**src/rtl/game_pkg.sv**
```systemverilog
// Shared types, default key codes and BCD helper for the survival game controller.
package game_pkg;

  typedef enum logic [1:0] {
    S_IDLE  = 2'd0,
    S_PLAY  = 2'd1,
    S_PAUSE = 2'd2,
    S_OVER  = 2'd3
  } game_state_t;

  localparam int          TICK_DIV_DEF   = 50_000_000;
  localparam int          LEVEL_SECS_DEF = 10;
  localparam int          OVER_HOLD_DEF  = 2;
  localparam logic [7:0]  START_KEY_DEF  = 8'h2C;
  localparam logic [7:0]  PAUSE_KEY_DEF  = 8'h13;
  localparam logic [23:0] BCD_MAX        = 24'h999999;

  // Six-digit BCD increment that sticks at 999999 instead of wrapping.
  function automatic logic [23:0] bcd_inc6(input logic [23:0] v);
    logic [23:0] r;
    logic        carry;
    r     = v;
    carry = 1'b1;
    if (v != BCD_MAX) begin
      for (int i = 0; i < 6; i++) begin
        if (carry) begin
          if (v[i*4 +: 4] == 4'd9) begin
            r[i*4 +: 4] = 4'd0;
          end else begin
            r[i*4 +: 4] = v[i*4 +: 4] + 4'd1;
            carry       = 1'b0;
          end
        end
      end
    end
    return r;
  endfunction

endpackage

```
**src/rtl/game_sequencer_if.sv**
```systemverilog
// Bundle between the game controller and the keyboard/ball/display side.
interface game_sequencer_if;

  logic [7:0]  keycode;
  logic        collide;
  logic        run;
  logic        obj_reset;
  logic        tick;
  logic [23:0] score;
  logic [23:0] best;
  logic [3:0]  level;
  logic [1:0]  state;

  modport master (
    input  keycode, collide,
    output run, obj_reset, tick, score, best, level, state
  );

  modport slave (
    output keycode, collide,
    input  run, obj_reset, tick, score, best, level, state
  );

endinterface

```
**src/rtl/bcd_counter6.sv**
```systemverilog
// Six-digit BCD counter with clear, load and saturating increment.
module bcd_counter6
  import game_pkg::*;
(
  input  logic        MAX10_CLK1_50,
  input  logic        Reset_h,
  input  logic        clr,
  input  logic        inc,
  input  logic        load,
  input  logic [23:0] load_val,
  output logic [23:0] count,
  output logic        is_max
);

  // Clear wins over load, load wins over increment.
  always_ff @(posedge MAX10_CLK1_50 or posedge Reset_h) begin
    if (Reset_h) begin
      count <= '0;
    end else if (clr) begin
      count <= '0;
    end else if (load) begin
      count <= load_val;
    end else if (inc) begin
      count <= bcd_inc6(count);
    end
  end

  assign is_max = (count == BCD_MAX);

endmodule

```
**src/rtl/game_sequencer.sv**
```systemverilog
// Game controller: 1 s tick, IDLE/PLAY/PAUSE/OVER flow, BCD score, best score, level.
module game_sequencer
  import game_pkg::*;
#(
  parameter int         TICK_DIV   = TICK_DIV_DEF,
  parameter int         LEVEL_SECS = LEVEL_SECS_DEF,
  parameter int         OVER_HOLD  = OVER_HOLD_DEF,
  parameter logic [7:0] START_KEY  = START_KEY_DEF,
  parameter logic [7:0] PAUSE_KEY  = PAUSE_KEY_DEF
) (
  input  logic             MAX10_CLK1_50,
  input  logic             Reset_h,
  game_sequencer_if.master gs
);

  localparam int PW = (TICK_DIV > 1) ? $clog2(TICK_DIV) : 1;
  localparam int SW = (LEVEL_SECS > 1) ? $clog2(LEVEL_SECS) : 1;
  localparam int HW = (OVER_HOLD > 0) ? $clog2(OVER_HOLD + 1) : 1;

  localparam logic [PW-1:0] PRESC_LAST  = PW'(TICK_DIV - 1);
  localparam logic [SW-1:0] SEC_LAST    = SW'(LEVEL_SECS - 1);
  localparam logic [HW-1:0] HOLD_TARGET = HW'(OVER_HOLD);

  game_state_t   state, next_state;
  logic [7:0]    key_s1, key_s2, key_s3;
  logic          col_s1, col_s2;
  logic          start_press, pause_press;
  logic [PW-1:0] presc;
  logic [SW-1:0] sec_cnt;
  logic [HW-1:0] hold_cnt;
  logic          presc_wrap, hold_done, play_tick;
  logic          tick_q;
  logic [3:0]    level_q;
  logic [23:0]   score_q, best_q;
  logic          score_max;
  logic          run_c, obj_reset_c;

  // keycode and collide come from other clock domains; key_s3 remembers the
  // previous synchronized code so a held key counts as a single press.
  always_ff @(posedge MAX10_CLK1_50 or posedge Reset_h) begin
    if (Reset_h) begin
      key_s1 <= '0;
      key_s2 <= '0;
      key_s3 <= '0;
      col_s1 <= 1'b0;
      col_s2 <= 1'b0;
    end else begin
      key_s1 <= gs.keycode;
      key_s2 <= key_s1;
      key_s3 <= key_s2;
      col_s1 <= gs.collide;
      col_s2 <= col_s1;
    end
  end

  assign start_press = (key_s2 == START_KEY) && (key_s3 != START_KEY);
  assign pause_press = (key_s2 == PAUSE_KEY) && (key_s3 != PAUSE_KEY);
  assign presc_wrap  = (presc == PRESC_LAST);
  assign hold_done   = (hold_cnt == HOLD_TARGET);
  assign play_tick   = (state == S_PLAY) && !col_s2 && presc_wrap;

  always_ff @(posedge MAX10_CLK1_50 or posedge Reset_h) begin
    if (Reset_h) begin
      state <= S_IDLE;
    end else begin
      state <= next_state;
    end
  end

  // Collision takes priority over a pause request arriving on the same cycle.
  always_comb begin
    next_state = state;
    unique case (state)
      S_IDLE:  if (start_press) next_state = S_PLAY;
      S_PLAY: begin
        if (col_s2)           next_state = S_OVER;
        else if (pause_press) next_state = S_PAUSE;
      end
      S_PAUSE: if (pause_press) next_state = S_PLAY;
      S_OVER:  if (start_press && hold_done) next_state = S_IDLE;
    endcase
  end

  always_comb begin
    run_c       = 1'b0;
    obj_reset_c = 1'b0;
    unique case (state)
      S_IDLE:  obj_reset_c = 1'b1;
      S_PLAY:  run_c       = 1'b1;
      S_PAUSE: run_c       = 1'b0;
      S_OVER:  run_c       = 1'b0;
    endcase
  end

  // The prescaler is shared: survival seconds in PLAY, restart hold time in OVER.
  always_ff @(posedge MAX10_CLK1_50 or posedge Reset_h) begin
    if (Reset_h) begin
      presc    <= '0;
      hold_cnt <= '0;
    end else if (next_state == S_IDLE ||
                 (state == S_PLAY && next_state == S_OVER)) begin
      presc    <= '0;
      hold_cnt <= '0;
    end else if (state == S_PLAY || state == S_OVER) begin
      presc <= presc_wrap ? '0 : presc + PW'(1);
      if (state == S_OVER && presc_wrap && !hold_done) begin
        hold_cnt <= hold_cnt + HW'(1);
      end
    end
  end

  always_ff @(posedge MAX10_CLK1_50 or posedge Reset_h) begin
    if (Reset_h) begin
      tick_q  <= 1'b0;
      sec_cnt <= '0;
      level_q <= '0;
    end else begin
      tick_q <= play_tick;
      if (next_state == S_IDLE) begin
        sec_cnt <= '0;
        level_q <= '0;
      end else if (play_tick) begin
        if (sec_cnt == SEC_LAST) begin
          sec_cnt <= '0;
          if (level_q != 4'd15) level_q <= level_q + 4'd1;
        end else begin
          sec_cnt <= sec_cnt + SW'(1);
        end
      end
    end
  end

  bcd_counter6 u_score (
    .MAX10_CLK1_50 (MAX10_CLK1_50),
    .Reset_h       (Reset_h),
    .clr           (next_state == S_IDLE),
    .inc           (play_tick && !score_max),
    .load          (1'b0),
    .load_val      (24'h000000),
    .count         (score_q),
    .is_max        (score_max)
  );

  // Score is frozen in OVER, so a plain compare every cycle there lands one edge after entry.
  always_ff @(posedge MAX10_CLK1_50 or posedge Reset_h) begin
    if (Reset_h) begin
      best_q <= '0;
    end else if (state == S_OVER && score_q > best_q) begin
      best_q <= score_q;
    end
  end

  assign gs.run       = run_c;
  assign gs.obj_reset = obj_reset_c;
  assign gs.tick      = tick_q;
  assign gs.score     = score_q;
  assign gs.best      = best_q;
  assign gs.level     = level_q;
  assign gs.state     = state;

endmodule

```
**src/flat_wrapper.sv**
```systemverilog
// flat-port wrapper written by rule: the top's interface ports become plain ports
module game_sequencer_flat import game_pkg::*;
#(
  parameter int         TICK_DIV   = TICK_DIV_DEF,
  parameter int         LEVEL_SECS = LEVEL_SECS_DEF,
  parameter int         OVER_HOLD  = OVER_HOLD_DEF,
  parameter logic [7:0] START_KEY  = START_KEY_DEF,
  parameter logic [7:0] PAUSE_KEY  = PAUSE_KEY_DEF
)
  (MAX10_CLK1_50, Reset_h, gs_keycode, gs_collide, gs_run, gs_obj_reset, gs_tick, gs_score, gs_best, gs_level, gs_state);
  game_sequencer_if gs_i ();
  input  logic MAX10_CLK1_50;
  input  logic Reset_h;
  input wire logic [$bits(gs_i.keycode)-1:0] gs_keycode;
  input wire logic [$bits(gs_i.collide)-1:0] gs_collide;
  output wire logic [$bits(gs_i.run)-1:0] gs_run;
  output wire logic [$bits(gs_i.obj_reset)-1:0] gs_obj_reset;
  output wire logic [$bits(gs_i.tick)-1:0] gs_tick;
  output wire logic [$bits(gs_i.score)-1:0] gs_score;
  output wire logic [$bits(gs_i.best)-1:0] gs_best;
  output wire logic [$bits(gs_i.level)-1:0] gs_level;
  output wire logic [$bits(gs_i.state)-1:0] gs_state;
  assign gs_i.keycode = gs_keycode;
  assign gs_i.collide = gs_collide;
  assign gs_run = gs_i.run;
  assign gs_obj_reset = gs_i.obj_reset;
  assign gs_tick = gs_i.tick;
  assign gs_score = gs_i.score;
  assign gs_best = gs_i.best;
  assign gs_level = gs_i.level;
  assign gs_state = gs_i.state;
  game_sequencer #(.TICK_DIV(TICK_DIV), .LEVEL_SECS(LEVEL_SECS), .OVER_HOLD(OVER_HOLD), .START_KEY(START_KEY), .PAUSE_KEY(PAUSE_KEY)) u_core (.MAX10_CLK1_50(MAX10_CLK1_50), .Reset_h(Reset_h), .gs(gs_i));
endmodule
```
**config.mk**
```make
export PLATFORM = sky130hd
export DESIGN_NAME = game_sequencer_flat
export DESIGN_NICKNAME = d
export VERILOG_FILES = /design/src/rtl/game_pkg.sv /design/src/rtl/game_sequencer_if.sv /design/src/rtl/bcd_counter6.sv /design/src/rtl/game_sequencer.sv /design/src/flat_wrapper.sv
export SDC_FILE = /design/constraint.sdc
export NUM_CORES = 1
export LEC_CHECK = 0
export ABC_AREA = 1
export CORE_AREA = 10 10 122 124
export CTS_CLUSTER_SIZE = 10
export DETAILED_ROUTE_END_ITERATION = 6
export DIE_AREA = 0 0 132 134
export HOLD_SLACK_MARGIN = 0.15
export PLACE_DENSITY = 0.77
export SYNTH_ARGS = -nofsm -noshare
export SYNTH_HDL_FRONTEND = slang
export SYNTH_SLANG_ARGS = --single-unit
export TNS_END_PERCENT = 1
```
**constraint.sdc**
```tcl
create_clock -name MAX10_CLK1_50 -period 6.5 [get_ports MAX10_CLK1_50]
set_input_delay 1.3 -clock MAX10_CLK1_50 [delete_from_list [all_inputs] [get_ports MAX10_CLK1_50]]
set_output_delay 1.3 -clock MAX10_CLK1_50 [all_outputs]
set_load 0.05 [all_outputs]
```
Word level (Yosys, flattened, before mapping)
Index checks and enable logic that the tools add are counted.
{"block": "op_classes", "addsub": 10, "magnitude_cmp": 1, "n_eq_ne": 20, "mux": 59, "reduce_logical": 37}
{"operator": "26-bit two-way mux", "n": 3}
{"operator": "24-bit two-way mux", "n": 3}
{"operator": "4-bit two-way mux", "n": 18}
{"operator": "4-bit by 1-bit adder with 4-bit output (second input constant)", "n": 8}
{"operator": "4-bit equality test (second input constant)", "n": 7}
{"operator": "26-bit by 1-bit adder with 26-bit output (second input constant)", "n": 1}
{"operator": "26-bit equality test (second input constant)", "n": 1}
{"operator": "1-bit two-way mux", "n": 26}
{"operator": "24-bit equality test (second input constant)", "n": 1}
{"operator": "24-bit greater-than comparator", "n": 1}
{"operator": "24-bit inequality test (second input constant)", "n": 1}
{"operator": "2-bit nonzero test", "n": 12}
{"operator": "3-bit AND reduction", "n": 6}
{"operator": "2-bit two-way mux", "n": 8}
{"operator": "1-bit logical AND", "n": 10}
{"operator": "2-bit equality test (second input constant)", "n": 4}
{"operator": "8-bit by 5-bit equality test with 1-bit output (second input constant)", "n": 1}
{"operator": "8-bit by 6-bit equality test with 1-bit output (second input constant)", "n": 1}
{"operator": "8-bit by 5-bit inequality test with 1-bit output (second input constant)", "n": 1}
{"operator": "8-bit by 6-bit inequality test with 1-bit output (second input constant)", "n": 1}
{"operator": "2-bit case mux with 4 select lines", "n": 1}
{"operator": "2-bit zero test", "n": 2}
{"operator": "4-bit inequality test (second input constant)", "n": 1}
{"operator": "2-bit AND reduction", "n": 2}
{"operator": "other kinds (4)", "n": 7}
{"block": "word_totals", "in_bits": 11, "elab_cells": 145, "reg_bits": 113, "out_inout_bits": 57}

Longest topological paths before layout
Gate-level depths: netlist of the first run.
{"block": "logic_depth", "word_depth": 27, "depth_mapped": 14, "mapped_depth_nobuf": 13}

By module
A second synthesis of the first run with hierarchy kept.
{"block": "unflattened", "cells_unflattened": 950, "area_unflattened_um2": 7054.3}
{"module": "game_sequencer", "cells_per_inst": 683, "n_inst": 1, "area_per_inst_um2": 5262.5, "seq_area_each_um2": 2227.1}
{"module": "bcd_counter6", "cells_per_inst": 267, "n_inst": 1, "area_per_inst_um2": 1791.7, "seq_area_each_um2": 600.6}

Worst setup path before layout of the first run
OpenSTA, ideal clock, no wires.
{"block": "synth_path", "kind": "register to output", "start": "reg u_core.state[0] (netlist: u_core.gs.state[0])", "end": "out gs_obj_reset", "arrival_time_ps": 1513, "n_path_buf": 1, "stages_incl_launch_ff": 3, "t_required_ps": 5200, "setup_slack_ps": 3687, "cell_sequence": "dfrtp_1 buf_2 nor2_1"}
{"block": "synth_between", "elab_chain_cells": 2}
{"item": "start, declared", "line": "game_sequencer.sv:24", "source": "game_state_t state, next_state;"}
{"item": "start signal, assigned", "line": "game_sequencer.sv:66", "source": "state <= next_state;"}
{"item": "2-bit zero test", "line": "game_sequencer.sv:87", "source": "unique case (state)"}
{"item": "1-bit two-way mux", "line": "game_sequencer.sv:87"}
{"item": "end, declared", "line": "flat_wrapper.sv:17", "source": "output wire logic [$bits(gs_i.obj_reset)-1:0] gs_obj_reset;"}
No other way between the ends.

Worst setup path after layout of the first run
{"block": "layout_path", "start": "reg u_core.state[0] (netlist: u_core.gs.state[0])", "end": "out gs_run"}
{"block": "layout_between", "elab_chain_cells": 2}
{"item": "2-bit by 1-bit equality test with 1-bit output", "line": "game_sequencer.sv:87"}
{"item": "1-bit two-way mux", "line": "game_sequencer.sv:87"}
{"item": "end, declared", "line": "flat_wrapper.sv:16", "source": "output wire logic [$bits(gs_i.run)-1:0] gs_run;"}
No other way between the ends.

==> summary.txt, run 1 <==
Status
  • Status: finished, final reports clean

Clock tree
  • CTS clock-pin slew for the worst setup and hold paths: 0.05 ns
  • Post-CTS Setup Inserts: 0
  • Hold Buf Count CTS: 0
  • Post-CTS sizing: 0
  • CTS Buffer Depth: 2
  • Clk root buf: clkbuf_16
  • CTS tree: done
  • Worst skew pair latency: 0.42 ns
  • Number of CTS-inserted buffers: 17
  • Sink Count: 113
  • H-tree depth: 4

GRT
  • Antenna violations before repair: 0
  • GRT Total Usage: 17.3%
  • Vias in the first global route: 5399
  • First-pass GRT wire length: 25800 µm
  • Largest net degree at the start of global routing: 98
  • Global route total overflow: 0

Routing
  • Final WL: 14900 µm
  • Drt initial violations: 463
  • Vias: 5791
  • Final antenna-violating net count: 0
  • DRC: 0
  • Drt first pass iters: 7
  • Number of vias per cell: 5.23
  • Routed WL per cell: 13.4 µm

Worst setup path
  • Worst path cell trace: inv_1 -> nor2_2 -> clkdlybuf4s50_1
  • Critical path peak fanout: 30
  • CP startpoint kind: flip-flop
  • Largest delay share family, worst path: buffers and inverters
  • Slowest cell delay on critical path: 0.76 ns
  • Crit Path Class: flip-flop to output pin
  • CP Data Required Time: 5.20 ns
  • Slowest-stage cell, CP: clkdlybuf4s50_1
  • Bufs and invs on worst path: 2
  • CP endpoint kind: output pin
  • WP data arrival: 2.39 ns

Synth
  • Syn Nets: 911
  • Dominant cell type by area after synthesis: dfrtp_1
  • Mean Syn Cell Area: 7.88 µm²
  • Yosys warnings: 0
  • Register area share after synthesis: 41.8%
  • Post-synth top flop: dfrtp_1
  • Number of synthesized register bits: 113
  • Mapped Cells: 859
  • EDFF count, synth: 0
  • Netlist Area Pre-Place: 6770 µm²
  • Synth top area cells: dfrtp_1 (42%), nand2_1 (12%), nand3_1 (8.0%), ha_1 (7.6%), inv_1 (5.2%)
  • Asr flop ratio synth: 100%
  • Yosys cell types: 42
  • Top cell type's share of synthesized area: 41.8%

Timing
  • Endpoints failing setup: 0
  • Final period util: 56.8%
  • Setup_tns: 0 ns
  • Hold Violations, Final: 0
  • Tmin final: 3.69 ns
  • Slew Viols, Final: 0
  • Hold slack: 0.345 ns
  • Slew HR: 35.2%
  • FMAX: 271 MHz
  • Layout Skew: 0.0108 ns
  • Least-Margin Pin Slew: 0.972 ns
  • RSZ-0062 raised after global routing: no

Place
  • RD Place Congestion: 0.857
  • # port buffers: 67
  • Placed wire-length estimate: 10300 µm

Floorplan
  • Die H: 134 µm
  • Starting Density: 54.3%
  • Total Die Area: 17700 µm²
  • I/O pin count: 68
  • Rows: 41
  • Total core area: 12500 µm²
  • Die outline width: 132 µm

Finish
  • Multi-input gate area: 3400 µm²
  • Area growth from synthesis to layout: 19.8%
  • Final net count: 974
  • FF/Latch Area: 2830 µm²
  • # diodes: 0
  • Ratio of cells with drive above 1 in the final layout: 8.45%
  • Number of fill cells: 1055

Power
  • Pwr dens: 244 nW/µm²
  • Max IR drop VDD: 0.000343 V
  • Leakage: 4.11 nW

Job
  • MaxCap Viol Count: 0

Min path
  • Worst hold-check path type: flip-flop to flip-flop
-- logic make-up (layout without fill, tap and decap cells) --
logic type               after synthesis  count (layout)  share of synthesized area [%]
buffers and inverters                129             205                           7.99
AO/OA/AOI/OAI                         43              43                           3.85
XOR/XNOR                              30              30                           3.88
adder cells (fa/ha/maj)               41              41                           7.58
AND/OR/NAND/NOR                      503             503                           34.9
flip-flops                           113             113                           41.8
-- per-layer routing --
layer / routed length [µm] / track usage [%] / vias to the layer above
li1: - / - / 2916
met1: 6970 / 22.2 / 2740
met2: 7030 / 27.5 / 118
met3: 649 / 4.37 / 17
met4: 223 / 6.98 / 0
met5: 0 / 0 / -
-- where the power goes --
part	internal, W	leakage, nW	switching (W)
sequential	0.000729	1.51	0.0000258
clock	0.000565	0.280	0.000344
combinational	0.0000725	2.32	0.000242
-- layout by cell type, fill, tap and decap left out, drive strengths merged, types with 7 or more instances in the layout --
| cell type | n |
|---|---|
| xor2 | 20 |
| nor3 | 7 |
| dfrtp | 113 |
| clkbuf | 17 |
| o21ai | 17 |
| nand2 | 225 |
| clkinv | 8 |
| xnor2 | 10 |
| nor2 | 106 |
| clkdlybuf4s50 | 67 |
| ha | 41 |
| a21oi | 11 |
| nand3 | 114 |
| nand4 | 44 |
| inv | 105 |
-- final cells by class --
| class | count | area share [%] |
|---|---|---|
| tap | 172 | 2.65 |
| multi-input combinational | 617 | 41.9 |
| clock inverter | 15 | 1.91 |
| inverter | 103 | 4.83 |
| timing repair buffer | 70 | 8.55 |
| sequential | 113 | 34.9 |
| clock buffer | 17 | 5.25 |
-- Yosys cell counts (3+ instances only) --
cell type	n
nand2_1	218
dfrtp_1	113
nand3_1	108
inv_1	94
nor2_1	90
nand4_1	43
ha_1	41
xor2_1	20
buf_2	13
a21oi_1	11
xnor2_1	10
nor2_2	9
o21ai_0	8
o21ai_1	8
nor2_4	7
clkbuf_1	6
inv_2	6
buf_6	5
nor3_1	5
a21o_1	4
nand2_2	4
nand3_2	4
o211ai_1	4
nand2_4	3
nand3b_1	3
-- worst register-to-register path: cells and delay by family (launching register included) --
family                     cells  cell delay [ns]
adders and majority gates      1             0.33
buffers and inverters          2             0.29
AOI/OAI and AO/OA              1             0.20
DFF                            1             0.45
and+or+nand+nor                7             1.52
-- registers in the layout, summed over array words and instances (netlist names) --
register and flops:
u_core.gs.level 4, u_core.gs.state 2, u_core.key_s3 8, u_core.col_s2 1
u_core.hold_cnt 2, u_core.gs.best 24, u_core.gs.tick 1, u_core.u_score.count 24
u_core.col_s1 1, u_core.sec_cnt 4, u_core.presc 26, u_core.key_s2 8
u_core.key_s1 8
-- stage by stage --
stage | std cells | worst slack [ns] | instance area (µm²) | utilization (%) | total power (W)
floorplan | 859 | 2.21 | 6770 | - | 0.00103
global placement | 1075 | 3.29 | 7530 | 60.4 | 0.00108
detailed placement | 1075 | 3.27 | 7530 | 60.4 | 0.00108
CTS | 1107 | 2.78 | 8110 | 65.0 | 0.00200
global route | 1107 | 2.64 | 8110 | 65.0 | 0.00207
finish | 1107 | 2.81 | 8110 | 65.0 | 0.00198
-- path summary, 6_finish.rpt --
check | startpoint | end | slack [ns] | depth (start not counted)
max | u_core.gs.state[0] | gs_run | 2.81 | 3
min | u_core.col_s1 | u_core.col_s2 | 0.34 | 0
max reg2reg | u_core.u_score.count[15] | u_core.gs.best[0] | 3.66 | 11
min reg2reg | u_core.col_s1 | u_core.col_s2 | 0.34 | 0
max in group asynchronous | Reset_h | u_core.gs.level[2] | 4.00 | 3
min in group asynchronous | Reset_h | u_core.gs.best[3] | 1.38 | 2
Note: power is estimated with default switching activity, not from simulation.
==> run 2: changes to the inputs <==
Settings changed: CORE_AREA 10 10 122 124 to 10 10 126 128, DIE_AREA 0 0 132 134 to 0 0 136 138, PLACE_DENSITY 0.77 to 0.75.
Clock period 6.5 ns to 3.1 ns, I/O delays scaled along.
==> summary.txt, run 2 (synthesized netlist as in run 1, its figures left out) <==
Status
  • Status: finished, final reports clean

Timing
  • Slew HR: 56.8% (+22 points)
  • Slew Viols, Final: 0 (unchanged)
  • RSZ-0062 raised after global routing: no
  • Layout Skew: 0.00788 ns (-0.00291 ns)
  • FMAX: 395 MHz
  • Final period util: 81.6%
  • Hold slack: 0.345 ns (+0.000143 ns)
  • Tmin final: 2.53 ns
  • Hold Violations, Final: 0 (unchanged)
  • Least-Margin Pin Slew: 0.647 ns (-0.325 ns)
  • Endpoints failing setup: 0 (unchanged)
  • Setup_tns: 0 ns (unchanged)

Min path
  • Worst hold-check path type: flip-flop to flip-flop
  • Hold_sp: u_core.col_s1

GRT
  • Global route total overflow: 0 (unchanged)
  • Largest net degree at the start of global routing: 114 (+16%)
  • Vias in the first global route: 5587 (+3.5%)
  • First-pass GRT wire length: 26900 µm (+4.6%)
  • GRT Total Usage: 17.1% (-0.19 points)
  • Antenna violations before repair: 0 (unchanged)

Routing
  • Routed WL per cell: 14.0 µm (+4.5%)
  • Final antenna-violating net count: 0 (unchanged)
  • DRC: 0 (unchanged)
  • Met3 WL: 850 µm (+31%)
  • DR WL met2: 7600 µm (+8.1%)
  • Number of vias per cell: 5.23 (about the same)
  • Vias: 5845 (+0.93%)
  • Met1 WL: 7060 µm (+1.4%)
  • Drt first pass iters: 5 (-2)
  • Highest routed layer: met4
  • Final WL: 15700 µm (+5.5%)
  • Drt initial violations: 455 (-1.7%)

Floorplan
  • I/O pin count: 68 (unchanged)
  • Total core area: 13500 µm² (+8.3%)
  • Total Die Area: 18800 µm² (+6.1%)
  • Die H: 138 µm (+3.0%)
  • Die outline width: 136 µm (+3.0%)
  • Rows: 43 (+4.9%)
  • Starting Density: 50.1% (-4.2 points)

Finish
  • Commonest non-fill, non-tap cell in the layout: nand2_1
  • Top reg by flops: u_core.presc
  • Final net count: 978 (+0.41%)
  • Area growth from synthesis to layout: 21.3%
  • Ratio of cells with drive above 1 in the final layout: 8.64% (+0.19 points)
  • Most frequent cells in the layout: nand2_1 (218), dfrtp_1 (113), nand3_1 (108), inv_1 (93), nor2_1 (90)
  • Number of fill cells: 1160 (+10%)
  • Final Cell Area: 8210 µm² (+1.2%)
  • Max FFs per register: 26 (unchanged)
  • # diodes: 0 (unchanged)

Clock tree
  • Post-CTS sizing: 0 (unchanged)
  • Worst skew pair latency: 0.41 ns (about the same)
  • Sink Count: 113 (unchanged)
  • Number of CTS-inserted buffers: 17 (unchanged)
  • CTS clock-pin slew for the worst setup and hold paths: 0.05 ns (about the same)
  • Clk root buf: clkbuf_16
  • CTS Buffer Depth: 2 (unchanged)
  • Hold Buf Count CTS: 0 (unchanged)
  • Post-CTS Setup Inserts: 0 (unchanged)
  • H-tree depth: 4 (unchanged)
  • CTS tree: done

Power
  • Max IR drop VDD: 0.000570 V (+67%)
  • Leakage: 4.15 nW (+0.92%)
  • Pwr dens: 526 nW/µm² (+120%)

Place
  • Area post-placement: 7590 µm² (+0.85%)
  • Placed wire-length estimate: 10800 µm (+5.2%)
  • # port buffers: 67 (unchanged)
  • RD Place Congestion: 0.885 (+3.3%)

Worst setup path
  • CP Data Required Time: 3.44 ns (-1.76 ns)
  • Crit Path Class: flip-flop to flip-flop
  • CP endpoint kind: flip-flop
  • Critical path peak fanout: 25 (-17%)
  • CP startpoint kind: flip-flop
  • FF-to-FF Start: u_core.u_score.count[15]
  • WP data arrival: 2.87 ns (+0.48 ns)
  • Crit path from: u_core.u_score.count[15]

Job
  • MaxCap Viol Count: 0 (unchanged)
[run 2: cell types whose count changed in the layout (fill, tap and decap cells not counted)]
| cell | change |
|---|---|
| bufinv_16 | +1 |
| clkdlybuf4s50_1 | -1 |
| clkinv_2 | -3 |
| clkbuf_1 | +2 |
| clkbuf_8 | +4 |
| inv_4 | -1 |
| buf_4 | +3 |
| buf_12 | +2 |
| inv_6 | -4 |
[run 2: layout make-up]
cell class	instances	area [µm²]	share of cell area [%]
Multi-Input combinational cell	617	3400	41.4
Clock inverter	8	128	1.56
Clock buffer	23	488	5.95
Sequential cell	113	2830	34.5
Timing Repair Buffer	74	746	9.09
Tap cell	180	225	2.74
Inverter	103	393	4.79
[run 2: routing by layer]
layer | up-vias | GRT usage [%]
li1 | 2915 | -
met1 | 2778 | 22.2
met2 | 137 | 27.5
met3 | 15 | 4.09
met4 | 0 | 5.27
met5 | - | 0
[run 2: critical path, cell delays in order (launching register included)]
cell and delay, ns:
dfrtp_1 0.45, ha_1 0.32, nand2_1 0.07, inv_1 0.07, nand3_1 0.08, nor3_2 0.19
nand4_1 0.12, o21bai_1 0.17, inv_2 0.21, nand2_1 0.37, buf_4 0.27, nand2_1 0.07
nand2_1 0.06
[run 2: worst paths after layout]
kind | cells after the start | slack [ns] | endpoint
worst max-delay path | 12 | 0.57 | u_core.gs.best[9]
min in group asynchronous | 3 | 0.70 | u_core.u_score.count[2]
worst min-delay path | 0 | 0.34 | u_core.col_s2
max in group asynchronous | 3 | 1.88 | u_core.gs.level[1]
worst max register to register | 12 | 0.57 | u_core.gs.best[9]
worst min register to register | 0 | 0.34 | u_core.col_s2
[run 2: power breakdown]
part	switching, W	leakage, nW	internal (W)	total [W]
Sequential	0.0000621	1.51	0.00153	0.00159
Clock	0.000678	0.295	0.00134	0.00202
Combinational	0.000519	2.35	0.000180	0.000698
Total	0.00126	4.15	0.00305	0.00431
[run 2: metrics by stage]
step	setup WS (ns)	cells	power, W	util, %
2_1_floorplan	0.687	859	0.00215	-
3_3_place_gp	0.701	1087	0.00230	56.2
3_5_place_dp	0.586	1087	0.00230	56.2
4_1_cts	0.559	1118	0.00434	60.8
5_1_grt	0.315	1118	0.00448	60.8
6_report	0.569	1118	0.00431	60.8
